`config.mk`:
```
export PLATFORM = sky130hd
export DESIGN_NAME = hatch_ctrl
export DESIGN_NICKNAME = d
export VERILOG_FILES = /design/src/rtl/hatch_ctrl.sv
export SDC_FILE = /design/constraint.sdc
export NUM_CORES = 1
export LEC_CHECK = 0
export CAP_MARGIN = 20
export CORE_MARGIN = 2
export CORE_UTILIZATION = 49
export DETAILED_ROUTE_END_ITERATION = 12
export PLACE_DENSITY = 0.82
export SLEW_MARGIN = 20
export SYNTH_ARGS = -nofsm -noshare
export SYNTH_HDL_FRONTEND = slang
export SYNTH_SLANG_ARGS = --single-unit
```
`constraint.sdc`:
```
create_clock -name clk -period 1.6 [get_ports clk]
set_input_delay 0.4 -clock clk [delete_from_list [all_inputs] [get_ports clk]]
set_output_delay 0.4 -clock clk [all_outputs]
set_load 0.01 [all_outputs]
```
`src/rtl/hatch_ctrl.sv`:
```
// Egg-hatching incubation controller: one-second time base, warm/cold second counters and game FSM.
// Outputs registered; st acts 3 cycles after the pin rises; no backpressure (free-running inputs).
module hatch_ctrl #(
   parameter int TICK_DIV   = 1000,
   parameter int STEP_SEC   = 2,
   parameter int COLD_LIMIT = 5
) (
   input  logic       clk,
   input  logic       rst,
   input  logic       st,
   input  logic       dst,
   output logic [4:0] dz_num,
   output logic       fail,
   output logic       hatched,
   output logic [3:0] cold_sec,
   output logic [1:0] state
);

   localparam int TW = $clog2(TICK_DIV);
   localparam int WW = (STEP_SEC > 1) ? $clog2(STEP_SEC) : 1;

   typedef enum logic [1:0] {
      S_IDLE     = 2'b00,
      S_INCUBATE = 2'b01,
      S_HATCHED  = 2'b10,
      S_FAIL     = 2'b11
   } state_t;

   state_t          cur;
   logic [TW-1:0]   tick_cnt;
   logic [WW-1:0]   warm_cnt;
   logic            st_s1, st_s2, st_d;
   logic            dst_s1, dst_s2;
   logic            st_rise;
   logic            tick;
   logic [3:0]      cold_nxt;

   assign state    = cur;
   assign st_rise  = st_s2 & ~st_d;
   assign tick     = (cur == S_INCUBATE) && (tick_cnt == TW'(TICK_DIV - 1));
   assign cold_nxt = cold_sec + 4'd1;

   always_ff @(posedge clk) begin
      if (rst) begin
         cur      <= S_IDLE;
         tick_cnt <= '0;
         warm_cnt <= '0;
         dz_num   <= 5'd0;
         cold_sec <= 4'd0;
         fail     <= 1'b0;
         hatched  <= 1'b0;
         st_s1    <= 1'b0;
         st_s2    <= 1'b0;
         st_d     <= 1'b0;
         dst_s1   <= 1'b0;
         dst_s2   <= 1'b0;
      end else begin
         st_s1  <= st;
         st_s2  <= st_s1;
         st_d   <= st_s2;
         dst_s1 <= dst;
         dst_s2 <= dst_s1;

         case (cur)
            S_IDLE: begin
               tick_cnt <= '0;
               if (st_rise) begin
                  cur      <= S_INCUBATE;
                  warm_cnt <= '0;
                  dz_num   <= 5'd0;
                  cold_sec <= 4'd0;
                  fail     <= 1'b0;
                  hatched  <= 1'b0;
               end
            end

            // st_rise is deliberately ignored here, even when it lands on a tick
            S_INCUBATE: begin
               if (tick) begin
                  tick_cnt <= '0;
                  if (dst_s2) begin
                     cold_sec <= 4'd0;
                     if (warm_cnt == WW'(STEP_SEC - 1)) begin
                        warm_cnt <= '0;
                        dz_num   <= dz_num + 5'd1;
                        if (dz_num == 5'd15) begin
                           cur     <= S_HATCHED;
                           hatched <= 1'b1;
                        end
                     end else begin
                        warm_cnt <= warm_cnt + WW'(1);
                     end
                  end else begin
                     // warm_cnt holds so a cold spell pauses progress rather than losing it
                     cold_sec <= cold_nxt;
                     if (cold_nxt == 4'(COLD_LIMIT)) begin
                        cur  <= S_FAIL;
                        fail <= 1'b1;
                     end
                  end
               end else begin
                  tick_cnt <= tick_cnt + TW'(1);
               end
            end

            S_HATCHED, S_FAIL: begin
               tick_cnt <= '0;
               if (st_rise) begin
                  cur      <= S_IDLE;
                  warm_cnt <= '0;
                  dz_num   <= 5'd0;
                  cold_sec <= 4'd0;
                  fail     <= 1'b0;
                  hatched  <= 1'b0;
               end
            end

            default: cur <= S_IDLE;
         endcase
      end
   end

endmodule

```
==> flow_summary.toml <==
[setup_path]
start_kind = "flop"
critical_path.top_delay_family = "simple AND/OR/NAND/NOR gates"
max_stage_delay_ps = 430
required_ps = 1860
worstPathMaxFanout = 6
crit_chain = "or3b_4 -> nor4_4 -> buf_4 -> nand3_1 -> a21oi_2"
ff2ff_path_depth = 5
cp.depth = 5
cp.arrival_ps = 1820
crit_buf_inv = 1
cp_slowest_cell = "or3b_4"
path_class = "reg2reg"
cp-end-kind = "flop"

[synthesis]
synth.ff_latch_count = 29
synth_top_area_cell = "dfxtp_1"
synth_ff_type = "dfxtp_1"
synthXorXnorAreaFrac_pct = 5.686
synth_top_family_by_area = "simple AND/OR/NAND/NOR gates"
synth_area_per_cell_um2 = 8.887
netlist_area_um2 = 1386
synth-simple-area-share_pct = 34.03
syn_nets = 165
synthDominantCellAreaShare_pct = 41.88
synthAdderAreaFrac_pct = 4.513
synth.area.mux_share_pct = 0
netlist_instances = 156
synthArstFlopShare_pct = 0
yosysSeqAreaShare_pct = 41.88
synth_edf_count = 0
synth.area.top_cells = "dfxtp_1, nor2_1, ha_1"
synth_compound_area_share_pct = 10.83
ys_warn_count = 0
ys_types = 42

[sta]
holdWs_ps = 448.4
tightest_slew_ps = 490.0
rsz0062_at_grt = "true"
period_share_pct = 97.43
fin_crit_ps = 1559
max_freq_ghz = 0.6415
relSlewSlack_pct = 67.26
finalClockSkew_ps = 10.83
layout_setup_ws_ps = 41.08
final-hold-violation-count = 0
tns_ps = 0
maxSlewViolCount = 0
setup_viol = 0

[power]
total_power_mw = 1.209
p_leak_nw = 0.7221
powerDensity_nw_per_um2 = 667.0
max-vdd-ir-drop_mv = 0.7139

[cts]
cts.htree.levels = 2
ctsHoldBuffers = 0
clock_latency_ps = 320
cts.sinks = 29
cts_tree = "yes"
clock-root-buffer = "clkbuf_4"
path_clk_slew_ps = 90
clockBufferDepth = 2
cts_buffers = 5

[status]
status = "finished clean"

[final_layout]
layout-drive-gt1-share_pct = 25.38
fin_area_um2 = 1813
diodes = 0
stdcell_count = 228
area_growth_pct = 30.78
fin_nets = 205
final_core_util_pct = 66.90

[route]
drt-initial-drc-count = 74
routed_wl_um = 3172
wl_per_cell_um = 13.91
via_count = 1254
vias_per_cell = 5.500
drcViolationCount = 0
first_pass_iters = 4
ant_nets = 0

[grt]
grt_usage_pct = 20.58
grt_pass1_wl_um = 5133
grt_start_max_net_pins = 11
gr-usage-met3_pct = 7.029
grtUsageMet2_pct = 33.17
grt-busiest-layer = "met2"
grt-ovfl-total = 0
grt_antenna_before_repair = 0
grtUsageMet1_pct = 24.29
grt_pass1_vias = 1191

[placement]
dpl_cell_area_um2 = 1710
dp_hpwl_um = 2329
port_buffers = 16
placed_cells = 218
dp_slack_ps = -59.89
gp_congestion = 0.8312

[die]
row_count = 19
initial_utilization_pct = 51.15
die_w_um = 57.19
coreArea_um2 = 2710
dieArea_um2 = 3271
num_io_pins = 17
die_h_um = 57.19

[hold_path]
hold_path_class = "reg2reg"
hold_path_depth = 2

[job]
drv_cap = 0
## registers in the layout (all words and copies together), names as in the netlist
register  flops
cold_sec      4
dst_s1        1
dst_s2        1
dz_num        5
fail          1
hatched       1
st_d          1
st_s1         1
st_s2         1
state         2
tick_cnt     10
warm_cnt      1
## synth_stat cells (2+ instances only)
cell type,number
nand4_1,2
a21oi_1,8
nand3_1,8
o31ai_1,5
inv_1,8
or3_1,2
ha_1,5
nor3b_1,4
or4_1,2
o21ai_0,3
nor2_1,17
nor3_1,2
and3_1,2
nor2b_1,6
a21boi_0,2
nand2b_1,4
clkbuf_1,2
xnor2_1,7
nor4_1,2
dfxtp_1,29
xor2_1,2
o211ai_1,2
nand2_1,11
nand3b_1,3
## cells by family (layout without fill, tap and decap cells)
kind of cell               count (synthesis)  in the layout
AOI/OAI and AO/OA                         24             24
buffers and inverters                     11             52
DFF                                       29             29
and+or+nand+nor                           78             78
xor gates and xnor gates                   9              9
adders and majority gates                  5              5
## report_power, final
part	internal, mW	total (mW)	switching, mW
Clock	0.175	0.413	0.238
Combinational	0.0329	0.0652	0.0323
Sequential	0.725	0.731	0.00570
Total	0.933	1.21	0.276
## layer usage
metal	share of wire, %	vias to the layer above
li1	-	629
met1	44	591
met2	50	29
met3	4.5	5
met4	1.6	0
met5	0	-
## layout by cell type (no fill, tap or decap), types with 2 or more instances in the layout
master	Yosys	final
dfxtp_1	29	21
xnor2_1	7	7
nor3b_1	4	4
inv_1	8	8
o21ai_0	3	3
and3_1	2	2
clkbuf_4	0	5
xor2_1	2	2
nor3_1	2	2
clkbuf_1	2	3
a21oi_1	8	7
o31ai_1	5	4
nand4_1	2	2
nand2_1	11	11
dlygate4sd2_1	0	13
nand3_1	8	8
dfxtp_4	0	2
nand2b_1	4	4
nand3b_1	3	3
ha_2	0	3
dfxtp_2	0	6
buf_4	0	20
ha_1	5	2
nor2_1	17	17
nor2b_1	6	6
clkdlybuf4s50_1	0	3
o211ai_1	2	2
## repair_timing
action | CTS | global route
setup buffers | 2 | 0
gates resized for setup | 20 | 13
pin swaps | 3 | 2
setup endpoints to repair | 18 | 17
## worst paths after layout
check | startpoint | endpoint | slack, ps
hold / removal | hatched | hatched | 450
setup reg to reg | tick_cnt[3] | dz_num[1] | 40
setup / recovery | tick_cnt[3] | dz_num[1] | 40
hold reg to reg | hatched | hatched | 450
## layout make-up
cell class	count	area, µm²
clock buffer	8	48.80
fill	226	897.1
inverter	8	30.03
multi-input combinational	116	805.8
sequential	29	595.6
tap	31	38.79
timing repair buffer	36	294.0
## tightest hold or removal path, stage by stage (launching register included)
cell and delay [ps]:
dfxtp_1 310, inv_1 50, a21oi_1 50
Power figures use the tool's default switching activity.
